===== src/rtl/uart_baud_gen_frac_if.sv =====
// Control and tick bundle for the fractional baud generator.
interface uart_baud_gen_frac_if #(
  parameter int DIV_W  = 16,
  parameter int FRAC_W = 4
) ();
  logic              en;
  logic [DIV_W-1:0]  div_int;
  logic [FRAC_W-1:0] div_frac;
  logic              div_load;
  logic              sync_clr;
  logic              os_tick;
  logic              bit_tick;
  logic              half_tick;
  logic              div_pending;

  modport master (
    output en, div_int, div_frac, div_load, sync_clr,
    input  os_tick, bit_tick, half_tick, div_pending
  );

  modport slave (
    input  en, div_int, div_frac, div_load, sync_clr,
    output os_tick, bit_tick, half_tick, div_pending
  );
endinterface


===== src/rtl/uart_baud_gen_frac.sv =====
// Fractional-divisor oversample tick generator with per-bit and mid-bit ticks,
// glitch-free divisor reload and a resync clear for start-bit alignment.
module uart_baud_gen_frac #(
  parameter int DIV_W       = 16,
  parameter int FRAC_W      = 4,
  parameter int OSR         = 16,
  parameter int DEFAULT_DIV = 54
) (
  input  logic                  clk,
  input  logic                  reset,
  uart_baud_gen_frac_if.slave   bus
);
  localparam int                OS_W    = $clog2(OSR);
  localparam logic [DIV_W-1:0]  DEF_DIV = DIV_W'(DEFAULT_DIV);
  localparam logic [OS_W-1:0]   OS_LAST = OS_W'(OSR - 1);
  localparam logic [OS_W-1:0]   OS_HALF = OS_W'(OSR / 2 - 1);

  logic [DIV_W-1:0]  r_div_int;
  logic [FRAC_W-1:0] r_div_frac;
  logic [DIV_W-1:0]  r_pend_int;
  logic [FRAC_W-1:0] r_pend_frac;
  logic              r_pend_flag;
  logic [DIV_W-1:0]  r_cnt;
  logic [FRAC_W-1:0] r_acc;
  logic [OS_W-1:0]   r_os_cnt;
  logic              r_os_tick;
  logic              r_bit_tick;
  logic              r_half_tick;

  logic [DIV_W-1:0]  w_load_int;
  logic [DIV_W-1:0]  w_int_sel;
  logic [FRAC_W-1:0] w_frac_sel;
  logic [FRAC_W:0]   w_acc_sum;
  logic              w_boundary;
  logic              w_commit;

  // Divisors below 2 would leave no room for a down-count, so clamp on capture.
  assign w_load_int = (bus.div_int < DIV_W'(2)) ? DIV_W'(2) : bus.div_int;

  assign w_int_sel  = r_pend_flag ? r_pend_int  : r_div_int;
  assign w_frac_sel = r_pend_flag ? r_pend_frac : r_div_frac;
  assign w_acc_sum  = {1'b0, r_acc} + {1'b0, w_frac_sel};

  assign w_boundary = ~bus.sync_clr & bus.en & (r_cnt == '0);
  // Pending divisor takes effect only at a period boundary, on resync, or while idle.
  assign w_commit   = r_pend_flag & (bus.sync_clr | ~bus.en | (r_cnt == '0));

  always_ff @(posedge clk or posedge reset) begin
    if (reset) begin
      r_div_int   <= DEF_DIV;
      r_div_frac  <= '0;
      r_pend_int  <= DEF_DIV;
      r_pend_frac <= '0;
      r_pend_flag <= 1'b0;
    end else begin
      if (w_commit) begin
        r_div_int   <= r_pend_int;
        r_div_frac  <= r_pend_frac;
        r_pend_flag <= 1'b0;
      end
      // A new load always wins over a same-cycle commit of the older value.
      if (bus.div_load) begin
        r_pend_int  <= w_load_int;
        r_pend_frac <= bus.div_frac;
        r_pend_flag <= 1'b1;
      end
    end
  end

  always_ff @(posedge clk or posedge reset) begin
    if (reset) begin
      r_cnt    <= DEF_DIV - DIV_W'(1);
      r_acc    <= '0;
      r_os_cnt <= '0;
    end else if (bus.sync_clr) begin
      r_cnt    <= w_int_sel - DIV_W'(1);
      r_acc    <= '0;
      r_os_cnt <= '0;
    end else if (bus.en) begin
      if (r_cnt != '0) begin
        r_cnt <= r_cnt - DIV_W'(1);
      end else begin
        r_acc    <= w_acc_sum[FRAC_W-1:0];
        r_cnt    <= w_int_sel - DIV_W'(1) + DIV_W'(w_acc_sum[FRAC_W]);
        r_os_cnt <= r_os_cnt + OS_W'(1);
      end
    end
  end

  always_ff @(posedge clk or posedge reset) begin
    if (reset) begin
      r_os_tick   <= 1'b0;
      r_bit_tick  <= 1'b0;
      r_half_tick <= 1'b0;
    end else begin
      r_os_tick   <= w_boundary;
      r_bit_tick  <= w_boundary & (r_os_cnt == OS_LAST);
      r_half_tick <= w_boundary & (r_os_cnt == OS_HALF);
    end
  end

  assign bus.os_tick     = r_os_tick;
  assign bus.bit_tick    = r_bit_tick;
  assign bus.half_tick   = r_half_tick;
  assign bus.div_pending = r_pend_flag;
endmodule


===== src/flat_wrapper.sv =====
// flat-port wrapper written by rule: the top's interface ports become plain ports
module uart_baud_gen_frac_flat 
#(
  parameter int DIV_W       = 16,
  parameter int FRAC_W      = 4,
  parameter int OSR         = 16,
  parameter int DEFAULT_DIV = 54
)
  (clk, reset, bus_en, bus_div_int, bus_div_frac, bus_div_load, bus_sync_clr, bus_os_tick, bus_bit_tick, bus_half_tick, bus_div_pending);
  uart_baud_gen_frac_if #(.DIV_W(DIV_W), .FRAC_W(FRAC_W)) bus_i ();
  input  logic clk;
  input  logic reset;
  input wire logic [$bits(bus_i.en)-1:0] bus_en;
  input wire logic [$bits(bus_i.div_int)-1:0] bus_div_int;
  input wire logic [$bits(bus_i.div_frac)-1:0] bus_div_frac;
  input wire logic [$bits(bus_i.div_load)-1:0] bus_div_load;
  input wire logic [$bits(bus_i.sync_clr)-1:0] bus_sync_clr;
  output wire logic [$bits(bus_i.os_tick)-1:0] bus_os_tick;
  output wire logic [$bits(bus_i.bit_tick)-1:0] bus_bit_tick;
  output wire logic [$bits(bus_i.half_tick)-1:0] bus_half_tick;
  output wire logic [$bits(bus_i.div_pending)-1:0] bus_div_pending;
  assign bus_i.en = bus_en;
  assign bus_i.div_int = bus_div_int;
  assign bus_i.div_frac = bus_div_frac;
  assign bus_i.div_load = bus_div_load;
  assign bus_i.sync_clr = bus_sync_clr;
  assign bus_os_tick = bus_i.os_tick;
  assign bus_bit_tick = bus_i.bit_tick;
  assign bus_half_tick = bus_i.half_tick;
  assign bus_div_pending = bus_i.div_pending;
  uart_baud_gen_frac #(.DIV_W(DIV_W), .FRAC_W(FRAC_W), .OSR(OSR), .DEFAULT_DIV(DEFAULT_DIV)) u_core (.clk(clk), .reset(reset), .bus(bus_i));
endmodule

===== config.mk =====
export PLATFORM = sky130hd
export DESIGN_NAME = uart_baud_gen_frac_flat
export DESIGN_NICKNAME = d
export VERILOG_FILES = /design/src/rtl/uart_baud_gen_frac_if.sv /design/src/rtl/uart_baud_gen_frac.sv /design/src/flat_wrapper.sv
export SDC_FILE = /design/constraint.sdc
export NUM_CORES = 1
export LEC_CHECK = 0
export ABC_AREA = 0
export BUFFER_PORTS_ARGS = -buffer_cell sky130_fd_sc_hd__buf_4
export CELL_PAD_IN_SITES_DETAIL_PLACEMENT = 0
export CELL_PAD_IN_SITES_GLOBAL_PLACEMENT = 1
export CORE_MARGIN = 10
export CORE_UTILIZATION = 48
export CTS_CLUSTER_DIAMETER = 80
export DETAILED_ROUTE_END_ITERATION = 8
export GPL_ROUTABILITY_DRIVEN = 1
export GPL_TIMING_DRIVEN = 0
export PLACE_DENSITY = 0.91
export SLEW_MARGIN = 0
export SYNTH_ARGS = -nofsm -noshare
export SYNTH_HDL_FRONTEND = slang
export SYNTH_SLANG_ARGS = --single-unit

===== constraint.sdc =====
create_clock -name clk -period 5.45 [get_ports clk]
set_clock_uncertainty 0.15 [all_clocks]
set_input_delay 0.2725 -clock clk [delete_from_list [all_inputs] [get_ports clk]]
set_output_delay 0.2725 -clock clk [all_outputs]
set_load 0.005 [all_outputs]

# Word-level counts from Yosys, hierarchy flattened
# Index checks and enable logic that the tools add are counted.
[word_totals]
output_inout_bits = 4
elab_cells = 48
register_bits = 68
[op_classes]
n_reduce_logical = 5
add_sub_neg = 5
eq_ne = 3
bitwise_logic = 9
n_mux = 14
magnitude_cmp = 1
[ops]
columns = ["cell", "count"]
rows = [
  ["$mux 16", 5],
  ["$sub 16x1->16 const B", 2],
  ["$mux 4", 7],
  ["$add 16x1->16", 1],
  ["$logic_not 16->1", 1],
  ["$lt 16x2->1 const B", 1],
  ["$reduce_bool 16->1", 1],
  ["$add 4x4->5", 1],
  ["$and 1x1->1", 5],
  ["$add 4x1->4 const B", 1],
  ["$eq 4x3->1 const B", 1],
  ["$eq 4x4->1 const B", 1],
  ["$reduce_bool 2->1", 2],
  ["$mux 1", 2],
  ["$ne 2x2->1 const B", 1],
  ["$not 1->1", 2],
  ["$or 1x1->1", 2],
  ["$reduce_and 2->1", 1],
]

# Longest topological paths before layout
# Gate-level depths: netlist of run 1.
[depth]
ltp_word = 6
mapped_depth = 16
ltp_nobuf = 12

# Least setup slack after synthesis of run 1
# OpenSTA, ideal clock, no wires.
[synth_timing]
kind = "flip-flop to flip-flop"
startpoint = "register u_core.r_pend_flag, in the netlist u_core.bus.div_pending"
endpoint = "register u_core.r_cnt[14]"
stages_incl_launch_ff = 15
arrival_time_ns = 3.620
period_less_slack_ns = 3.834
setup_ns = 0.064
required_time_ns = 5.236
path_buffers = 4
path_slack_ns = 1.616
cell_sequence = "dfrtp_1 > buf_6 > buf_6 > buf_6 > clkbuf_1 > mux2i_1 > ha_1 > nor4b_2 > o21ai_2 > or3_1 > o31a_2 > or3_4 > or3_1 > a21oi_1 > o21a_1"
[synth_between]
elab_chain_cells = 6
elab_cells_between_ends = 8
[synth_lines]
columns = ["item", "line", "rtl"]
rows = [
  ["from (decl)", "uart_baud_gen_frac.sv:22", "logic r_pend_flag;"],
  ["from (signal assigned)", "uart_baud_gen_frac.sv:54", "r_pend_flag <= 1'b0;"],
  ["from (signal assigned)", "uart_baud_gen_frac.sv:59", "r_pend_flag <= 1'b0;"],
  ["from (signal assigned)", "uart_baud_gen_frac.sv:65", "r_pend_flag <= 1'b1;"],
  ["$mux 16 / $mux 4 (equally long branches)", "uart_baud_gen_frac.sv:40, uart_baud_gen_frac.sv:41", ""],
  ["$sub 16x1->16 / $add 4x4->5 (equally long branches)", "uart_baud_gen_frac.sv:76, uart_baud_gen_frac.sv:84, uart_baud_gen_frac.sv:42", ""],
  ["$add 16x1->16", "uart_baud_gen_frac.sv:84", "r_cnt <= w_int_sel - DIV_W'(1) + DIV_W'(w_acc_sum[FRAC_W]);"],
  ["$mux 16", "uart_baud_gen_frac.sv:80", "if (r_cnt != '0) begin"],
  ["$mux 16", "uart_baud_gen_frac.sv:79", "end else if (bus.en) begin"],
  ["$mux 16 *", "uart_baud_gen_frac.sv:75", "end else if (bus.sync_clr) begin"],
  ["to (signal assigned)", "uart_baud_gen_frac.sv:76", "r_cnt <= w_int_sel - DIV_W'(1);"],
  ["to (signal assigned)", "uart_baud_gen_frac.sv:81", "r_cnt <= r_cnt - DIV_W'(1);"],
  ["to (signal assigned)", "uart_baud_gen_frac.sv:84", ""],
  ["to (decl)", "uart_baud_gen_frac.sv:23", "logic [DIV_W-1:0] r_cnt;"],
]
# Mark *: on every way between the ends. The rest lies on a longest branch, timed or not. The select of a mux whose other input is x is not followed.
# A chain may end at the register's enable or synchronous reset.

# Worst setup path after layout of run 1
# Same ends and word-level chain as after synthesis.

==> results.py, run 1 <==
metrics = {
    "status": {
        "outcome": "finished clean",
    },
    "timing": {
        "setup_viol": 0,
        "rsz0062_at_grt": "no",
        "relSlewSlack": 0.509,
        "min_period_over_period": 0.828,
        "finalMaxSlewViolations": 0,
        "worst_slack_ns": 0.937,
        "tns_ns": 0,
        "fmax_ghz": 0.222,
        "hold_viol": 0,
        "period_needed_ns": 4.51,
        "worst_pin_slew_ns": 0.736,
    },
    "logic_synthesis": {
        "yosys.cell_types.count": 62,
        "synth.avg_cell_area_um2": 9.81,
        "ys_ff_latch": 68,
        "synth_edf_count": 0,
        "syn_inst": 432,
        "yosys-top-cells-area": "dfrtp_1, mux2_2, dfstp_2",
        "synth.most_common_cell": "dfrtp_1",
        "yosys_warnings": 0,
        "netlist_area_um2": 4240,
        "async_reset_ff_frac": 1.00,
        "syn_nets": 468,
        "seq_area_frac_synth": 0.405,
        "synth_common_cells": "dfrtp_1, nand2_1, mux2_2, nor2_1, o21ai_0",
        "synth_top_area_share": 0.331,
        "synth_top_cell_by_area": "dfrtp_1",
        "synth_ff_type": "dfrtp_1",
    },
    "detailed_routing": {
        "wire_per_inst_um": 16.7,
        "vias": 3406,
        "viasPerCell": 5.76,
        "detail-route-antenna-nets": 0,
        "initialDrtViolationCount": 166,
        "firstDrtPassIters": 4,
        "drcViolationCount": 0,
        "wl_mm": 9.87,
    },
    "grt": {
        "grt_use_total": 0.159,
        "antenna_found_initial": 0,
        "grt_pass1_wl_mm": 17.3,
        "grt_max_degree": 37,
        "overflow": 0,
        "grt_pass1_vias": 3502,
    },
    "cells_and_area": {
        "final_cells": 591,
        "drive_above_1_share": 0.236,
        "diodes": 0,
        "finalInstanceArea_um2": 4890,
        "syn2layout_area_growth_pct": 15.4,
        "nets": 514,
        "final_util": 0.563,
    },
    "pwr": {
        "p_leak_nw": 1.99,
        "peakVddDrop_mv": 0.202,
        "power.density_nw_per_um2": 294,
    },
    "worst_setup_path": {
        "arrival_ns": 4.64,
        "path_class": "reg -> reg",
        "cp.required_ns": 5.58,
        "path_max_fanout": 10,
        "endpoint_kind": "register",
        "r2r-start": "u_core.bus.div_pending",
        "cp-start-kind": "register",
        "cp-startpoint": "u_core.bus.div_pending",
    },
    "die": {
        "fp.dieH_um": 114,
        "io_pins": 29,
        "core-area_um2": 8680,
        "initial_core_util": 0.488,
        "die_w_um": 114,
        "die_area_um2": 13000,
        "row_count": 34,
    },
    "cts": {
        "numCtsBuffers": 9,
        "htreeDepth": 3,
        "clockRootBuffer": "clkbuf_8",
        "postCtsSetupBuffers": 0,
        "hold_buffers": 9,
        "cts_tree": "done",
        "cts_sinks": 68,
        "insertion_delay_ns": 0.35,
        "path_clk_slew_ns": 0.08,
        "clk_path_buf_depth": 2,
        "ctsResizeCount": 0,
    },
    "placement": {
        "placedInstanceArea_um2": 4580,
        "hpwl_mm": 7.45,
        "portBuffers": 25,
        "finalWeightedCongestion": 0.916,
        "place_ws_ns": 1.00,
        "dp_cells": 566,
    },
    "hold_path": {
        "hp-class": "in -> reg",
        "hold_start": "bus_div_int[11]",
    },
    "job": {
        "drv_cap": 0,
    },
}
through the flow:
stage / power (mW) / hold slack, ns
floorplan: 0.886 / 0.243
global placement: 0.959 / 0.267
detailed placement: 0.976 / 0.280
CTS: 1.44 / 0.000523
global route: 1.52 / 0.00712
finish: 1.44 / 0.0148
worst max-delay path, cell delays in order, from the launching register on:
cell and delay [ns]:
dfrtp_1 0.45, buf_6 0.19, buf_6 0.16, buf_6 0.17, clkbuf_1 0.53, mux2i_1 0.41, ha_1 0.27, nor4b_2 0.39
o21a_1 0.23, a21oi_1 0.11, o31a_2 0.34, or3_4 0.43, or3_1 0.32, a21oi_1 0.17, o21a_1 0.12
sequential cells by signal, indices dropped and copies added (netlist names), 4 cells and up:
register	count
u_core.r_acc	4
u_core.r_cnt	16
u_core.r_div_frac	4
u_core.r_div_int	16
u_core.r_os_cnt	4
u_core.r_pend_frac	4
u_core.r_pend_int	16
power breakdown:
part	internal [mW]	leakage (nW)	switching [mW]	total, mW
clock	0.271	0.111	0.193	0.464
sequential	0.583	0.811	0.0695	0.653
combinational	0.155	1.06	0.168	0.322
worst paths after layout:
kind / endpoint / cells after the start / slack, ns
max: u_core.r_cnt[14] / 14 / 0.94
min: u_core.r_pend_int[11] / 2 / 0.01
max reg2reg: u_core.r_cnt[14] / 14 / 0.94
min reg2reg: u_core.bus.half_tick / 1 / 0.29
max in group asynchronous: u_core.r_pend_int[5] / 4 / 3.95
min in group asynchronous: u_core.r_os_cnt[0] / 3 / 0.49
area by class of cell:
class                           count  area [um2]
Sequential cell                    68        1720
Buffer                             21         105
Fill cell                         782        3790
Timing Repair Buffer               35         298
Inverter                           11        41.3
Clock inverter                      4        73.8
Clock buffer                       12         145
Tap cell                          108         135
Multi-Input combinational cell    332        2370
per-layer routing:
metal  routed length, um  track usage  part of all wire  vias up
met4                 108       0.0560             0.011        0
met1                4560        0.205              0.46     1647
met5                   0            0                 0        -
li1                    -            -                 -     1671
met2                4840        0.259              0.49       80
met3                 367       0.0304             0.037        8
cells in the final DEF, fill, tap and decap left out, drive strengths merged, types with 11 or more instances in the layout:
cell type and n:
nor2 31, clkbuf 27, xnor2 20, buf 32, o21ai 28, a21oi 22
nand2 42, inv 11, dfstp 12, nor3 22, mux2 40, mux2i 15
dfrtp 56
cells by family (layout without fill, tap and decap cells):
| family | Yosys count | in the layout | share of synthesized area |
|---|---|---|---|
| multiplexers | 55 | 55 | 0.143 |
| adder cells (fa/ha/maj) | 11 | 11 | 0.0342 |
| AND/OR/NAND/NOR | 146 | 146 | 0.182 |
| AO/OA/AOI/OAI | 90 | 90 | 0.140 |
| flip-flops | 68 | 68 | 0.405 |
| XOR/XNOR | 30 | 30 | 0.0620 |
| buffers and inverters | 32 | 83 | 0.0345 |
Note: power is estimated with default switching activity, not from simulation.
==> inputs of run 2 (changes only) <==
Clock period 5.45 ns to 4.6 ns, I/O delays scaled along.
==> run 2 against run 1 <==
Net effect: die area unchanged; routed wire length up 1.9%; sequential cell count unchanged; clock power up 19%; clock-buffer cell count unchanged; sequential power up 19%; sequential share of layout area down 0.82 points; via count up 0.53%; critical endpoint unchanged; final cell count up 1.9%.
==> results.py, run 2 (synthesis results as in run 1) <==
metrics = {
    "cells_and_area": {
        "final-seq-area_um2": 1720,
        "finalInstanceArea_um2": 5010,
        "multi_input_area_um2": 2370,
        "nets": 525,
        "fillers": 760,
        "drive_above_1_share": 0.231,
        "diodes": 0,
        "largest_registers": "u_core.r_cnt: 16 flops, u_core.r_div_int: 16 flops, u_core.r_pend_int: 16 flops",
        "syn2layout_area_growth_pct": 18.1,
        "mostFrequentLayoutCell": "dfrtp_1",
        "layout_common_cells": "dfrtp_1, nand2_1, mux2_2",
    },
    "timing": {
        "setup_viol": 0,
        "min_period_over_period": 0.864,
        "worst_pin_slew_ns": 0.724,
        "tns_ns": 0,
        "finalMaxSlewViolations": 0,
        "fmax_ghz": 0.252,
        "hold_viol": 0,
        "relSlewSlack": 0.512,
        "period_needed_ns": 3.97,
        "rsz0062_at_grt": "no",
    },
    "hold_path": {
        "hp-class": "in -> reg",
    },
    "cts": {
        "numCtsBuffers": 9,
        "clockRootBuffer": "clkbuf_8",
        "insertion_delay_ns": 0.35,
        "cts_sinks": 68,
        "ctsResizeCount": 0,
        "cts_tree": "done",
        "clk_path_buf_depth": 2,
        "htreeDepth": 3,
        "path_clk_slew_ns": 0.07,
    },
    "worst_setup_path": {
        "arrival_ns": 4.11,
        "critPathTopFamily": "simple AND/OR/NAND/NOR gates",
        "critPathMaxStageDelay_ns": 0.46,
        "cp.buffers_inverters": 3,
        "cp.required_ns": 4.73,
        "endpoint_kind": "register",
        "crit_top_cell": "buf_6",
        "path_max_fanout": 19,
        "path_cells": "buf_6, buf_6, buf_6, mux2i_1, ha_1, nor4b_2, o21ai_2, or3_1, o31a_2, or3_4, or3_1, a21oi_1, o21a_1",
        "cp_slowest_cell": "dfrtp_1",
        "path_class": "reg -> reg",
        "cp-start-kind": "register",
    },
    "detailed_routing": {
        "vias": 3424,
        "wl_mm": 10.1,
        "wl_met2_mm": 4.97,
        "initialDrtViolationCount": 170,
        "wire_per_inst_um": 16.7,
        "wl_met1_mm": 4.62,
        "route.met3.wl_um": 289,
        "firstDrtPassIters": 5,
        "detail-route-antenna-nets": 0,
        "top_layer": "met4",
        "viasPerCell": 5.69,
        "drcViolationCount": 0,
    },
    "grt": {
        "overflow": 0,
        "grt_use_total": 0.162,
        "grt_pass1_wl_mm": 17.6,
        "grt_pass1_vias": 3581,
        "antenna_found_initial": 0,
        "grt_max_degree": 37,
    },
    "die": {
        "io_pins": 29,
        "die_w_um": 114,
        "initial_core_util": 0.488,
        "die_area_um2": 13000,
        "row_count": 34,
        "fp.dieH_um": 114,
        "core-area_um2": 8680,
    },
    "pwr": {
        "peakVddDrop_mv": 0.241,
        "p_leak_nw": 2.04,
        "power.density_nw_per_um2": 343,
    },
    "placement": {
        "finalWeightedCongestion": 0.916,
        "portBuffers": 25,
        "hpwl_mm": 7.45,
        "placedInstanceArea_um2": 4580,
    },
    "job": {
        "drv_cap": 0,
    },
    "status": {
        "outcome": "finished clean",
    },
}
[run 2: changes by cell type in the layout (fill, tap and decap cells not counted)]
cell	change
clkbuf_1	-1
dlygate4sd3_1	+12
[run 2: layout make-up]
type | count | area share
multi-input cells | 332 | 0.474
well taps | 108 | 0.0270
inverters | 11 | 0.00825
clock buffers | 12 | 0.0290
clock inverters | 4 | 0.0147
plain buffers | 20 | 0.0202
flip-flops and latches | 68 | 0.343
repair buffers | 47 | 0.0835
[run 2: worst reg2reg max path: cells and delay by family (launching register included)]
| kind | cells | cell delay (ns) |
|---|---|---|
| flops | 1 | 0.46 |
| mux | 1 | 0.36 |
| fa+ha+maj | 1 | 0.27 |
| compound gates | 4 | 0.57 |
| simple gates | 4 | 1.52 |
| buf+inv | 3 | 0.59 |
[run 2: worst paths after layout]
| kind | startpoint | to | slack [ns] | cells after the start |
|---|---|---|---|---|
| setup / recovery | u_core.bus.div_pending | u_core.r_cnt[14] | 0.63 | 13 |
| hold / removal | bus_div_load | u_core.r_pend_frac[0] | 0.17 | 2 |
| setup reg to reg | u_core.bus.div_pending | u_core.r_cnt[14] | 0.63 | 13 |
| hold reg to reg | u_core.r_os_cnt[3] | u_core.bus.half_tick | 0.29 | 1 |
| max in group asynchronous | reset | u_core.r_div_int[5] | 3.16 | 4 |
| min in group asynchronous | reset | u_core.r_os_cnt[0] | 0.43 | 3 |
[run 2: metrics by stage]
stage | utilization | total power, mW | std cells | worst slack, ns | hold slack (ns)
2_1_floorplan | - | 1.05 | 432 | 0.766 | 0.201
5_1_grt | 0.577 | 1.81 | 602 | 0.338 | 0.179
6_report | 0.577 | 1.72 | 602 | 0.626 | 0.171
3_5_place_dp | 0.528 | 1.16 | 566 | 0.151 | 0.253
3_3_place_gp | 0.526 | 1.14 | 565 | 0.167 | 0.267
4_1_cts | 0.577 | 1.72 | 603 | 0.114 | 0.162
[run 2: metal layers]
metal,track usage,vias up
li1,-,1694
met1,0.209,1651
met2,0.263,65
met3,0.0315,14
met4,0.0618,0
met5,0,-
[run 2: what timing repair did]
item / CTS / global route
endpoints found under the setup margin: 0 / 7
hold buffers: 21 / 0
endpoints found under the hold margin: 48 / 0
setup buffers: 0 / 0
[run 2: report_power, final]
part,switching (mW),total (mW),internal (mW)
logic,0.202,0.391,0.190
clock network,0.230,0.551,0.321
registers,0.0828,0.774,0.691
total,0.514,1.72,1.20
